<file path="src/rtl/i2s_rx_ctrl.sv">
// i2s_rx_ctrl: I2S receive master for the Hazard2 audio front end.
// Divides HCLK into sck/ws, deserialises Philips-format (one-bit delay)
// stereo frames from sd and queues each frame as a 64-bit word for a
// ready/valid consumer. Frames arriving while the queue is full are dropped
// and flagged with a sticky overrun bit.
module i2s_rx_ctrl #(
  parameter int CLK_DIV_W  = 8,
  parameter int FIFO_DEPTH = 4,
  parameter int LVL_W      = $clog2(FIFO_DEPTH + 1)
) (
  input  logic                 HCLK,
  input  logic                 HRESETn,
  input  logic                 en,
  input  logic [CLK_DIV_W-1:0] clk_div,
  input  logic                 sd,
  output logic                 sck,
  output logic                 ws,
  output logic                 sample_valid,
  input  logic                 sample_ready,
  output logic [63:0]          sample_data,
  output logic [LVL_W-1:0]     fifo_level,
  output logic                 overrun,
  input  logic                 clr_overrun,
  output logic                 busy
);

  localparam int               PTR_W    = $clog2(FIFO_DEPTH);
  localparam logic [LVL_W-1:0] FULL_LVL = LVL_W'(FIFO_DEPTH);

  typedef enum logic [1:0] {
    ST_IDLE  = 2'd0,
    ST_RUN   = 2'd1,
    ST_DRAIN = 2'd2
  } state_t;

  // Bus word layout: each 24-bit channel sits in the low bits of a 32-bit lane.
  function automatic logic [63:0] pack_frame(input logic [23:0] left, input logic [23:0] right);
    return {8'h00, left, 8'h00, right};
  endfunction

  // Clock generation / sequencing state
  state_t               state_r;
  logic [CLK_DIV_W-1:0] div_r;
  logic [CLK_DIV_W-1:0] div_cnt_r;
  logic                 sck_r;
  logic                 ws_r;
  logic                 busy_r;
  logic [5:0]           bit_cnt_r;

  // Capture shift registers
  logic [23:0]          left_r;
  logic [23:0]          right_r;

  // Frame FIFO
  logic [63:0]          mem_r [FIFO_DEPTH];
  logic [PTR_W-1:0]     wr_ptr_r;
  logic [PTR_W-1:0]     rd_ptr_r;
  logic [LVL_W-1:0]     level_r;
  logic                 sample_valid_r;
  logic [63:0]          sample_data_r;
  logic                 overrun_r;

  // Combinational decode
  logic                 tick_s;
  logic                 rise_s;
  logic                 fall_s;
  logic                 wrap_s;
  logic                 capture_s;
  logic [4:0]           slot_s;
  logic [5:0]           bit_cnt_inc_s;
  logic [63:0]          frame_s;
  logic                 full_s;
  logic                 push_s;
  logic                 drop_s;
  logic                 pop_s;
  logic [LVL_W-1:0]     level_nxt_s;
  logic [PTR_W-1:0]     rd_ptr_nxt_s;
  logic [63:0]          head_nxt_s;

  // Turn the divider terminal count into sck edge strobes and the capture slot.
  always_comb begin
    tick_s        = (state_r != ST_IDLE) && (div_cnt_r == div_r);
    rise_s        = tick_s && !sck_r;
    fall_s        = tick_s && sck_r;
    bit_cnt_inc_s = bit_cnt_r + 6'd1;
    wrap_s        = fall_s && (bit_cnt_r == 6'd63);
    slot_s        = bit_cnt_r[4:0];
    // Slot 0 carries the previous word's LSB position (one-bit delay); slots
    // past 24 are padding from 32-bit-slot codecs.
    capture_s     = rise_s && (slot_s >= 5'd1) && (slot_s <= 5'd24);
    frame_s       = pack_frame(left_r, right_r);
  end

  // FIFO push/pop decisions and the next head word presented to the consumer.
  always_comb begin
    full_s = (level_r == FULL_LVL);
    // A pop in the same cycle does not make room for a push into a full FIFO.
    push_s = wrap_s && !full_s;
    drop_s = wrap_s && full_s;
    pop_s  = sample_valid_r && sample_ready;

    case ({push_s, pop_s})
      2'b10:   level_nxt_s = level_r + LVL_W'(1'b1);
      2'b01:   level_nxt_s = level_r - LVL_W'(1'b1);
      default: level_nxt_s = level_r;
    endcase

    if (pop_s) begin
      rd_ptr_nxt_s = rd_ptr_r + PTR_W'(1'b1);
    end else begin
      rd_ptr_nxt_s = rd_ptr_r;
    end

    // The new head may be the word being written this very cycle.
    if (level_nxt_s == {LVL_W{1'b0}}) begin
      head_nxt_s = 64'h0;
    end else if (push_s && (rd_ptr_nxt_s == wr_ptr_r)) begin
      head_nxt_s = frame_s;
    end else begin
      head_nxt_s = mem_r[rd_ptr_nxt_s];
    end
  end

  // Sequencer: IDLE/RUN/DRAIN with the sck/ws generator and bit counter.
  always_ff @(posedge HCLK or negedge HRESETn) begin
    if (!HRESETn) begin
      state_r   <= ST_IDLE;
      div_r     <= {CLK_DIV_W{1'b0}};
      div_cnt_r <= {CLK_DIV_W{1'b0}};
      sck_r     <= 1'b0;
      ws_r      <= 1'b0;
      bit_cnt_r <= 6'd0;
      busy_r    <= 1'b0;
    end else begin
      // busy trails the state by one edge so it drops on the edge after the
      // final push.
      busy_r <= (state_r != ST_IDLE);
      case (state_r)
        ST_IDLE: begin
          div_cnt_r <= {CLK_DIV_W{1'b0}};
          sck_r     <= 1'b0;
          ws_r      <= 1'b0;
          bit_cnt_r <= 6'd0;
          if (en) begin
            // The divider is frozen for the whole run; later clk_div writes
            // wait for the next start.
            div_r   <= clk_div;
            state_r <= ST_RUN;
          end else begin
            state_r <= ST_IDLE;
          end
        end
        ST_RUN, ST_DRAIN: begin
          if (tick_s) begin
            div_cnt_r <= {CLK_DIV_W{1'b0}};
            sck_r     <= !sck_r;
          end else begin
            div_cnt_r <= div_cnt_r + CLK_DIV_W'(1'b1);
          end
          if (fall_s) begin
            bit_cnt_r <= bit_cnt_inc_s;
            ws_r      <= bit_cnt_inc_s[5];
          end
          // Re-enabling during DRAIN resumes seamlessly; otherwise stop only
          // on a frame boundary, where sck has just fallen and ws is left.
          if ((state_r == ST_DRAIN) && wrap_s && !en) begin
            state_r <= ST_IDLE;
          end else if (en) begin
            state_r <= ST_RUN;
          end else begin
            state_r <= ST_DRAIN;
          end
        end
        default: begin
          state_r   <= ST_IDLE;
          div_cnt_r <= {CLK_DIV_W{1'b0}};
          sck_r     <= 1'b0;
          ws_r      <= 1'b0;
          bit_cnt_r <= 6'd0;
        end
      endcase
    end
  end

  // Shift sd MSB-first into the channel selected by the current half-frame.
  always_ff @(posedge HCLK or negedge HRESETn) begin
    if (!HRESETn) begin
      left_r  <= 24'h0;
      right_r <= 24'h0;
    end else if (capture_s) begin
      if (!bit_cnt_r[5]) begin
        left_r <= {left_r[22:0], sd};
      end else begin
        right_r <= {right_r[22:0], sd};
      end
    end
  end

  // Frame storage: write the completed frame at the tail.
  always_ff @(posedge HCLK or negedge HRESETn) begin
    if (!HRESETn) begin
      for (int i = 0; i < FIFO_DEPTH; i++) begin
        mem_r[i] <= 64'h0;
      end
    end else if (push_s) begin
      mem_r[wr_ptr_r] <= frame_s;
    end
  end

  // FIFO pointers, occupancy and the registered head/valid outputs.
  always_ff @(posedge HCLK or negedge HRESETn) begin
    if (!HRESETn) begin
      wr_ptr_r       <= {PTR_W{1'b0}};
      rd_ptr_r       <= {PTR_W{1'b0}};
      level_r        <= {LVL_W{1'b0}};
      sample_valid_r <= 1'b0;
      sample_data_r  <= 64'h0;
    end else begin
      if (push_s) begin
        wr_ptr_r <= wr_ptr_r + PTR_W'(1'b1);
      end
      rd_ptr_r       <= rd_ptr_nxt_s;
      level_r        <= level_nxt_s;
      sample_valid_r <= (level_nxt_s != {LVL_W{1'b0}});
      sample_data_r  <= head_nxt_s;
    end
  end

  // Sticky overrun flag; clearing wins over a simultaneous drop.
  always_ff @(posedge HCLK or negedge HRESETn) begin
    if (!HRESETn) begin
      overrun_r <= 1'b0;
    end else if (clr_overrun) begin
      overrun_r <= 1'b0;
    end else if (drop_s) begin
      overrun_r <= 1'b1;
    end
  end

  assign sck          = sck_r;
  assign ws           = ws_r;
  assign busy         = busy_r;
  assign sample_valid = sample_valid_r;
  assign sample_data  = sample_data_r;
  assign fifo_level   = level_r;
  assign overrun      = overrun_r;

endmodule

</file>
<file path="config.mk">
export PLATFORM = sky130hd
export DESIGN_NAME = i2s_rx_ctrl
export DESIGN_NICKNAME = d
export VERILOG_FILES = /design/src/rtl/i2s_rx_ctrl.sv
export SDC_FILE = /design/constraint.sdc
export NUM_CORES = 1
export LEC_CHECK = 0
export ABC_AREA = 1
export CORE_ASPECT_RATIO = 1.75
export CORE_UTILIZATION = 50
export CTS_BUF_LIST = sky130_fd_sc_hd__clkbuf_2
export CTS_CLUSTER_SIZE = 25
export DETAILED_ROUTE_END_ITERATION = 6
export PLACE_DENSITY_LB_ADDON = 0.12
export SYNTH_ARGS = -nofsm -noshare
export SYNTH_HDL_FRONTEND = slang
export SYNTH_SLANG_ARGS = --single-unit
</file>
<file path="constraint.sdc">
create_clock -name HCLK -period 5.1 [get_ports HCLK]
set_clock_uncertainty 0.15 [all_clocks]
set_input_delay 1.53 -clock HCLK [delete_from_list [all_inputs] [get_ports HCLK]]
set_output_delay 1.53 -clock HCLK [all_outputs]
set_load 0.005 [all_outputs]
</file>
Yosys cells after proc, flatten, opt, wreduce, memory -nomap -nowiden
Index checks and enable logic that the tools add are counted.
{"block": "classes", "n_addsub": 6, "order_cmp": 5, "eq_ne": 10, "n_mux": 24, "bitwise": 3, "n_reduce_logical": 25}
{"op": "64-bit 2-to-1 mux", "n": 5}
{"op": "256-bit bitwise mux", "n": 1}
{"op": "64-bit binary-select mux with 2-bit select", "n": 1}
{"op": "64-bit demux with 2-bit select", "n": 1}
{"op": "8-bit 2-to-1 mux", "n": 2}
{"op": "1-bit logical AND", "n": 13}
{"op": "6-bit 2-to-1 mux", "n": 2}
{"op": "8-bit by 1-bit adder with 8-bit output, second input constant", "n": 1}
{"op": "8-bit equality test", "n": 1}
{"op": "1-bit 2-to-1 mux", "n": 7}
{"op": "6-bit by 1-bit adder with 6-bit output, second input constant", "n": 1}
{"op": "6-bit equality test, second input constant", "n": 1}
{"op": "3-bit greater-or-equal comparator, second input constant", "n": 2}
{"op": "2-bit 2-to-1 mux", "n": 3}
{"op": "2-bit NOT with 3-bit output", "n": 2}
{"op": "3-bit one-hot mux with 2 select lines", "n": 1}
{"op": "2-bit AND reduction", "n": 3}
{"op": "5-bit by 1-bit greater-or-equal comparator with 1-bit output, second input constant", "n": 1}
{"op": "5-bit less-or-equal comparator, second input constant", "n": 1}
{"op": "2-bit by 1-bit adder with 2-bit output, second input constant", "n": 2}
{"op": "2-bit by 1-bit equality test with 1-bit output, second input constant", "n": 2}
{"op": "2-bit equality test, second input constant", "n": 2}
{"op": "2-bit inequality test, second input constant", "n": 2}
{"op": "2-bit one-hot mux with 2 select lines", "n": 1}
{"op": "other kinds (12)", "n": 15}
{"block": "totals", "regBits": 404, "input_bits": 14, "out_inout_bits": 72}

Logic depth before layout (Yosys ltp)
Gate-level depths: netlist of run 1.
{"block": "depth", "depth_word": 9, "mapped_depth": 18, "depth_no_buf": 15}

Least setup slack after synthesis of run 1
Ideal clock, no wire load.
{"block": "synth_path", "kind": "input to register", "from": "input port sample_ready", "to": "register sample_data_r[37], in the netlist sample_data[37]", "setup_ns": 0.117, "arrival_ns": 3.468, "setup_slack_ns": 1.366, "stages": 13, "cell_sequence": "nand2_1 > inv_2 > ha_1 > fa_1 > a21oi_1 > o21ai_0 > xor2_1 > or3_1 > clkbuf_1 > buf_2 > buf_1 > nand2_1 > nor2_1"}
{"block": "synth_between", "word_cells_on_any_way": 14, "classes_between": "eq/ne: 3; mux: 7; bitwise: 1; reduce/logical: 3"}
{"item": "start, declared", "line_no": "19", "source": "input logic sample_ready,"}
{"item": "1-bit logical AND *", "line_no": "100", "source": "pop_s = sample_valid_r && sample_ready;"}
{"item": "2-bit by 1-bit equality test with 1-bit output or 2-bit equality test (tied branches)", "line_no": "102", "source": "case ({push_s, pop_s})"}
{"item": "3-bit one-hot mux with 2 select lines *", "line_no": "102"}
{"item": "named net level_nxt_s[2]", "line_no": "76", "source": "logic [LVL_W-1:0] level_nxt_s;"}
{"item": "3-bit logical NOT *", "line_no": "115", "source": "if (level_nxt_s == {LVL_W{1'b0}}) begin"}
{"item": "64-bit 2-to-1 mux *", "line_no": "115"}
{"item": "named net head_nxt_s[37]", "line_no": "78", "source": "logic [63:0] head_nxt_s;"}
{"item": "end signal, assigned", "line_no": "225", "source": "sample_data_r <= head_nxt_s;"}
{"item": "end, declared", "line_no": "60", "source": "logic [63:0] sample_data_r;"}
The timed path passes the listed nets; every way through them passes the cells marked *. The select of a mux whose other input is x is not followed.
A chain may end at the register's enable or synchronous reset.

Worst setup path in the final report of run 1
{"block": "layout_path", "from": "register state_r[1]", "to": "register sample_data_r[36], in the netlist sample_data[36]"}
{"block": "layout_between", "elab_chain_cells": 9, "word_cells_on_any_way": 12, "classes_between": "eq/ne: 2; mux: 3; reduce/logical: 7"}
{"item": "start, declared", "line_no": "42", "source": "state_t state_r;"}
{"item": "start signal, assigned", "line_no": "127", "source": "state_r <= ST_IDLE;"}
{"item": "start signal, assigned", "line_no": "148", "source": "state_r <= ST_RUN;"}
{"item": "start signal, assigned", "line_no": "150", "source": "state_r <= ST_IDLE;"}
{"item": "2-bit nonzero test *", "line_no": "82", "source": "tick_s = (state_r != ST_IDLE) && (div_cnt_r == div_r);"}
{"item": "1-bit logical AND *", "line_no": "82"}
{"item": "1-bit logical AND *", "line_no": "84", "source": "fall_s = tick_s && sck_r;"}
{"item": "1-bit logical AND *", "line_no": "86", "source": "wrap_s = fall_s && (bit_cnt_r == 6'd63);"}
{"item": "1-bit logical AND *", "line_no": "98", "source": "push_s = wrap_s && !full_s;"}
{"item": "2-bit by 1-bit equality test with 1-bit output or 2-bit equality test (tied branches)", "line_no": "102"}
{"item": "3-bit one-hot mux with 2 select lines *", "line_no": "102"}
{"item": "named net level_nxt_s[2]", "line_no": "76"}
{"item": "3-bit logical NOT *", "line_no": "115"}
{"item": "64-bit 2-to-1 mux *", "line_no": "115"}
{"item": "named net head_nxt_s[36]", "line_no": "78"}
The timed path passes the listed nets; every way through them passes the cells marked *.

==> flow_metrics.tcl, run 1 <==
set metrics [dict create \
    detailedRoute.firstPassIterationCount 5 \
    critPathMaxFanout 38 \
    final_period_minus_worst_setup_slack_ps 4000 \
    fp.dieW_um 128 \
    timing.rr.start "state_r[1]" \
    flop_to_flop_setup_slack_ps 1100 \
    timing.final.hold_violations 0 \
    cts.clk_slew.worst_paths_ps 100 \
    grt_util_met1_pct 30.9 \
    most_used_standard_cells_in_the_synthesized_netlist "nand2_1 (335), dfrtp_1 (323), nor2_1 (224)" \
    remaining_drc_errors 0 \
    run_status "finished clean" \
    worstSetupStartpoint "state_r[1]" \
    core_area_mm2 0.0274 \
    initial_utilization_pct 51.0 \
    grt.overflow.total 0 \
    via_count 11100 \
    ys_ff_latch 323 \
    grt_first_pass_wirelength_um 56600 \
    mean_instance_size_in_the_synthesized_netlist_um2 8.70 \
    async_set_reset_flop_share_out_of_synthesis_pct 100 \
    final.setup.worst_slack_ps 1100 \
    setup_viol_count_final 0 \
    synth.lib_cells_used.distinct 33 \
    dr.first_iter.drc_count 577 \
    synth-seq-area-share_pct 57.8 \
    io_pins 86 \
    dpl.hpwl_um 19100 \
    worstPathArrival_ps 4650 \
    setup_total_negative_slack_ps 0 \
    maxClockFrequency_mhz 250 \
    min_from "left_r[9]" \
    path_cells "inv_1, ha_1, a21oi_1, nand4_1, nor2_4, nand4_1, ha_1, fa_1, a21oi_1, o21ai_0, xor2_1, or3_2, buf_12, nand2_1, nor2_1" \
    numCtsBuffers 74 \
    grt_setup_unrepaired "no" \
    r2r.worst_path.cells 15 \
    power.leakage_nw 7.19 \
    cellPowerDensity_mw_per_mm2 446 \
    fp.dieArea_mm2 0.0287 \
    layout-drive-gt1-share_pct 8.74 \
    global_route.usage.met3_pct 5.25 \
    first_global_vias 11100 \
    synth-edff-count 0 \
    clk-insertion-delay-late_ps 940 \
    postRouteWirelength_um 34000 \
    critical_path.slowest_cell "or3_2" \
    final_cell_count_no_fill 2099 \
    maxSlewViolCount 0 \
    global_route.usage.met2_pct 43.8 \
    crit_cells 15 \
    postCtsHoldBufs 0 \
    tightestPinTransition_ps 1130 \
    portion_of_synthesized_cell_area_occupied_by_the_leading_cell_type_pct 57.8 \
    placement.setup.worst_slack_ps 624 \
    netlist_area_mm2 0.0140 \
    worst_ir_drop_vdd_mv 0.329 \
    yosys_most_used_dff "dfrtp_1" \
    final_antenna_net_count 0 \
    synthTopCellsByArea "dfrtp_1 (58%), nand2_1 (9.0%), o21ai_0 (6.5%), nor2_1 (6.0%), o21ai_1 (5.9%)" \
    crit_required_ps 5750 \
    clock-root-buffer "clkbuf_2" \
    maximum_root_to_sink_buffer_count 3 \
    path_delay_family "simple AND/OR/NAND/NOR gates" \
    cts-resized-gates 0 \
    critical_path_start_type "flop" \
    fin_worst_hold_slack_ps 341 \
    htree_levels 3 \
    grt.busiest_layer "met2" \
    min_delay_path_depth 2 \
    detail_route.vias_per_cell 5.29 \
    grt_max_degree 97 \
    postCtsSetupRepairBufs 0 \
    drv.max_cap_violation_count 0 \
    area_growth_pct 11.0 \
    endpoint_kind "flop" \
    finalPower_mw 6.92 \
    port_buffers 69 \
    die_h_um 223 \
    grtUsageTotal_pct 25.3 \
    rows 80 \
    critPathMaxStageDelay_ps 590 \
    worst_slew_margin_rel_pct 24.7 \
    critical_path_buf_inv_count 2 \
    synth_top_area_cell "dfrtp_1" \
    clock-sinks 323 \
    criticalPathCategory "flop to flop" \
    gp_congestion 0.823 \
    worstHoldPathType "flop to flop" \
    tritoncts_clock_tree "yes" \
    postSynthCellCount 1609 \
    num-nets-final 1697 \
    antenna_found_initial 2 \
    synth.most_common_cell "nand2_1" \
    synth-warning-count 0 \
    fill_cells 2686 \
    routed_wire_length_per_instance_um 16.2 \
    final_min_period_over_clock_period_pct 78.4 \
    placed_cells_incl_taps 1963 \
]
## sequential cells by signal, summed over array words and instances, names as in the netlist
signal / count
mem_r: 192
sample_data: 48
left_r: 24
right_r: 24
div_cnt_r: 8
div_r: 8
bit_cnt_r: 5
fifo_level: 3
rd_ptr_r: 2
state_r: 2
wr_ptr_r: 2
busy: 1
overrun: 1
sample_valid: 1
sck: 1
ws: 1
## per-stage QoR
| step | cell area [µm²] | util (%) |
|---|---|---|
| after CTS | 15500 | 56.6 |
| after detailed placement | 14900 | 54.3 |
| after floorplan | 14000 | - |
| after global placement | 14900 | 54.3 |
| after global routing | 15500 | 56.6 |
| final | 15500 | 56.6 |
## where the power goes
group	switching [mW]	internal [mW]	total [mW]
Combinational	1.53	0.929	2.46
Clock	1.01	0.563	1.58
Sequential	0.109	2.78	2.88
Total	2.65	4.27	6.92
## per-layer routing
metal,routed length (µm),up-vias,part of all wire [%]
met3,1710,57,5.0
li1,-,5402,-
met4,792,0,2.3
met2,17500,276,52
met5,0,-,0
met1,14000,5370,41
## worst min-delay path, stage by stage (launching register included)
cell     delay, ps
dfrtp_1        350
nand2_1         50
o21ai_0         60
## worst paths after layout
kind	end
worst max-delay path	sample_data[36]
worst min-delay path	left_r[9]
worst max register to register	sample_data[36]
worst min register to register	left_r[9]
max in group asynchronous	div_cnt_r[5]
min in group asynchronous	mem_r[203]
## kinds of logic (layout without fill, tap and decap cells)
group / count (synthesis) / in the layout / share of synthesized area (%)
and+or+nand+nor: 641 / 641 / 18.2
AOI/OAI and AO/OA: 408 / 408 / 15.0
DFF: 323 / 323 / 57.8
buffers and inverters: 210 / 314 / 6.87
adders and majority gates: 13 / 13 / 1.22
xor gates and xnor gates: 10 / 10 / 0.680
muxes: 3 / 3 / 0.241
other: 1 / 18 / 0.0268
## layout by cell type, fill, tap and decap left out, types with 13 or more instances in the layout
| master | n |
|---|---|
| o21ai_1 | 166 |
| clkdlybuf4s50_1 | 68 |
| conb_1 | 16 |
| clkinv_1 | 24 |
| o21ai_0 | 181 |
| buf_4 | 13 |
| inv_1 | 85 |
| nor2_1 | 223 |
| o22ai_1 | 48 |
| dfrtp_1 | 323 |
| nand2_1 | 332 |
| clkbuf_2 | 107 |
| nand3_1 | 59 |
## area by class of cell
| cell class | instances | area [µm²] | share of cell area [%] |
|---|---|---|---|
| sequential | 323 | 8080 | 52.1 |
| inverter | 91 | 342 | 2.20 |
| timing repair buffer | 89 | 933 | 6.01 |
| multi-input combinational | 1091 | 5060 | 32.6 |
| clock buffer | 107 | 536 | 3.45 |
| tap | 369 | 462 | 2.97 |
| antenna | 2 | 5.00 | 0.0322 |
| clock inverter | 27 | 104 | 0.669 |
Note: power is estimated with default switching activity, not from simulation.
==> run 2, diff against run 1 <==
==> constraint.sdc (replaced) <==
create_clock -name HCLK -period 3.7 [get_ports HCLK]
set_clock_uncertainty 0.15 [all_clocks]
set_input_delay 1.11 -clock HCLK [delete_from_list [all_inputs] [get_ports HCLK]]
set_output_delay 1.11 -clock HCLK [all_outputs]
set_load 0.005 [all_outputs]
==> run 2 against run 1 <==
  * Routed wire length is 2.1% higher
  * Critical path depth unchanged
  * First-iteration DRC count rose by 25%
  * Largest power group unchanged
  * Total power is 43% higher
  * Flip-flop and latch count unchanged
==> flow_metrics.tcl, run 2 (same netlist as run 1, synthesis figures left out) <==
set metrics [dict create \
    crit_required_ps 4350 \
    maxClockFrequency_mhz 290 \
    layout-drive-gt1-share_pct 10.2 \
    path_cells "inv_1, ha_1, a21oi_1, nand4_1, nor2_4, nand4_1, ha_2, fa_1, a21oi_1, o21ai_0, xor2_1, or3_4, buf_12, nand2_1, nor2_1" \
    worst_slew_margin_rel_pct 41.3 \
    first_global_vias 11400 \
    placed_cells_incl_taps 1973 \
    area_growth_pct 12.6 \
    initial_utilization_pct 51.0 \
    htree_levels 3 \
    grtUsageTotal_pct 25.4 \
    io_pins 86 \
    tritoncts_clock_tree "yes" \
    tightestPinTransition_ps 881 \
    dr.first_iter.drc_count 719 \
    maxSlewViolCount 0 \
    antenna_found_initial 1 \
    clock-root-buffer "clkbuf_2" \
    worst_ir_drop_vdd_mv 0.398 \
    critical_path.slowest_cell "or3_4" \
    final_period_minus_worst_setup_slack_ps 3440 \
    dpl.hpwl_um 19300 \
    remaining_drc_errors 0 \
    criticalPathCategory "flop to flop" \
    grt_first_pass_wirelength_um 56400 \
    num-nets-final 1712 \
    worstPathArrival_ps 4090 \
    critical_path_buf_inv_count 2 \
    detailedRoute.firstPassIterationCount 5 \
    maximum_root_to_sink_buffer_count 3 \
    grt_max_degree 97 \
    critPathMaxFanout 25 \
    final_cell_count_no_fill 2111 \
    path_delay_family "simple AND/OR/NAND/NOR gates" \
    finalPower_mw 9.88 \
    final_min_period_over_clock_period_pct 93.1 \
    critical_path_start_type "flop" \
    numCtsBuffers 77 \
    power.leakage_nw 7.33 \
    cellPowerDensity_mw_per_mm2 627 \
    grt.overflow.total 0 \
    clock-sinks 323 \
    cts.clk_slew.worst_paths_ps 100 \
    critPathMaxStageDelay_ps 400 \
    final_cell_mix "nand2_1 (332), dfrtp_1 (323), nor2_1 (223)" \
    final_antenna_net_count 0 \
    fp.dieArea_mm2 0.0287 \
    fp.dieW_um 128 \
    grt_setup_unrepaired "no" \
    rows 80 \
    clk-insertion-delay-late_ps 950 \
    routed_wire_length_per_instance_um 16.4 \
    port_buffers 69 \
    setup_viol_count_final 0 \
    top_register "mem_r" \
    postRouteWirelength_um 34700 \
    core_area_mm2 0.0274 \
    endpoint_kind "flop" \
    largest_register_ff_count 192 \
    drv.max_cap_violation_count 0 \
    setup_total_negative_slack_ps 0 \
    run_status "finished clean" \
    timing.final.hold_violations 0 \
    gp_congestion 0.833 \
    final_common_cell "nand2_1" \
    worstHoldPathType "flop to flop" \
    die_h_um 223 \
    via_count 11300 \
    detail_route.vias_per_cell 5.35 \
]
## run 2: area by class of cell
cell class              count  area (µm²)
fillers                  2606       11700
flip-flops and latches    323        8080
multi-input cells        1091        5070
repair buffers            101        1120
clock buffers             116         581
well taps                 369         462
inverters                  91         342
clock inverters            19         101
diodes                      1        2.50
## run 2: layer usage
layer | part of all wire (%) | track usage (%)
met4 | 2.4 | 11.7
met2 | 52 | 44.8
met1 | 41 | 29.6
met3 | 4.8 | 4.96
met5 | 0 | 0
## run 2: power by group
part,switching (mW),leakage (nW),internal [mW]
Sequential,0.157,4.42,3.83
Clock,1.40,0.542,0.898
Combinational,2.18,2.37,1.41
## run 2: worst paths after layout
path	to	from	cells after the start	slack (ps)
worst min-delay path	left_r[9]	left_r[9]	2	340
min in group asynchronous	mem_r[11]	HRESETn	2	570
worst min register to register	left_r[9]	left_r[9]	2	340
worst max register to register	sample_data[39]	state_r[0]	15	260
worst max-delay path	sample_data[39]	state_r[0]	15	260
max in group asynchronous	mem_r[41]	HRESETn	3	1930
## run 2: what timing repair did
action | 4_1_cts | 5_1_grt
resized for setup | 0 | 2
setup buffers | 0 | 0
setup endpoints to repair | 0 | 47
hold buffers | 1 | 0
hold endpoints to repair | 58 | 0
## run 2: metrics by stage
step                      utilization [%]  instance area [µm²]  hold WS, ps  worst slack [ps]
after floorplan                         -                14000          298               337
after global placement               54.8                15000          311             -55.2
after detailed placement             54.8                15000          319             -82.5
after CTS                            57.3                15700          342               123
after global routing                 57.5                15800          357              14.7
final                                57.5                15800          339               257
## run 2: worst register-to-register path, delay by kind of cell (launching register included)
| family | cells | cell delay [ps] |
|---|---|---|
| buf+inv | 2 | 250 |
| simple gates | 6 | 1130 |
| xor+xnor | 1 | 160 |
| compound gates | 3 | 410 |
| fa+ha+maj | 3 | 860 |
| flops | 1 | 360 |
==> run 3, diff against run 2 <==
--- a/config.mk
+++ b/config.mk
@@ -15,3 +15,4 @@
 export SYNTH_ARGS = -nofsm -noshare
 export SYNTH_HDL_FRONTEND = slang
 export SYNTH_SLANG_ARGS = --single-unit
+export TNS_END_PERCENT = 1
==> results of run 3 <==
Final layout, timing and power as in run 2 (identical DEF).
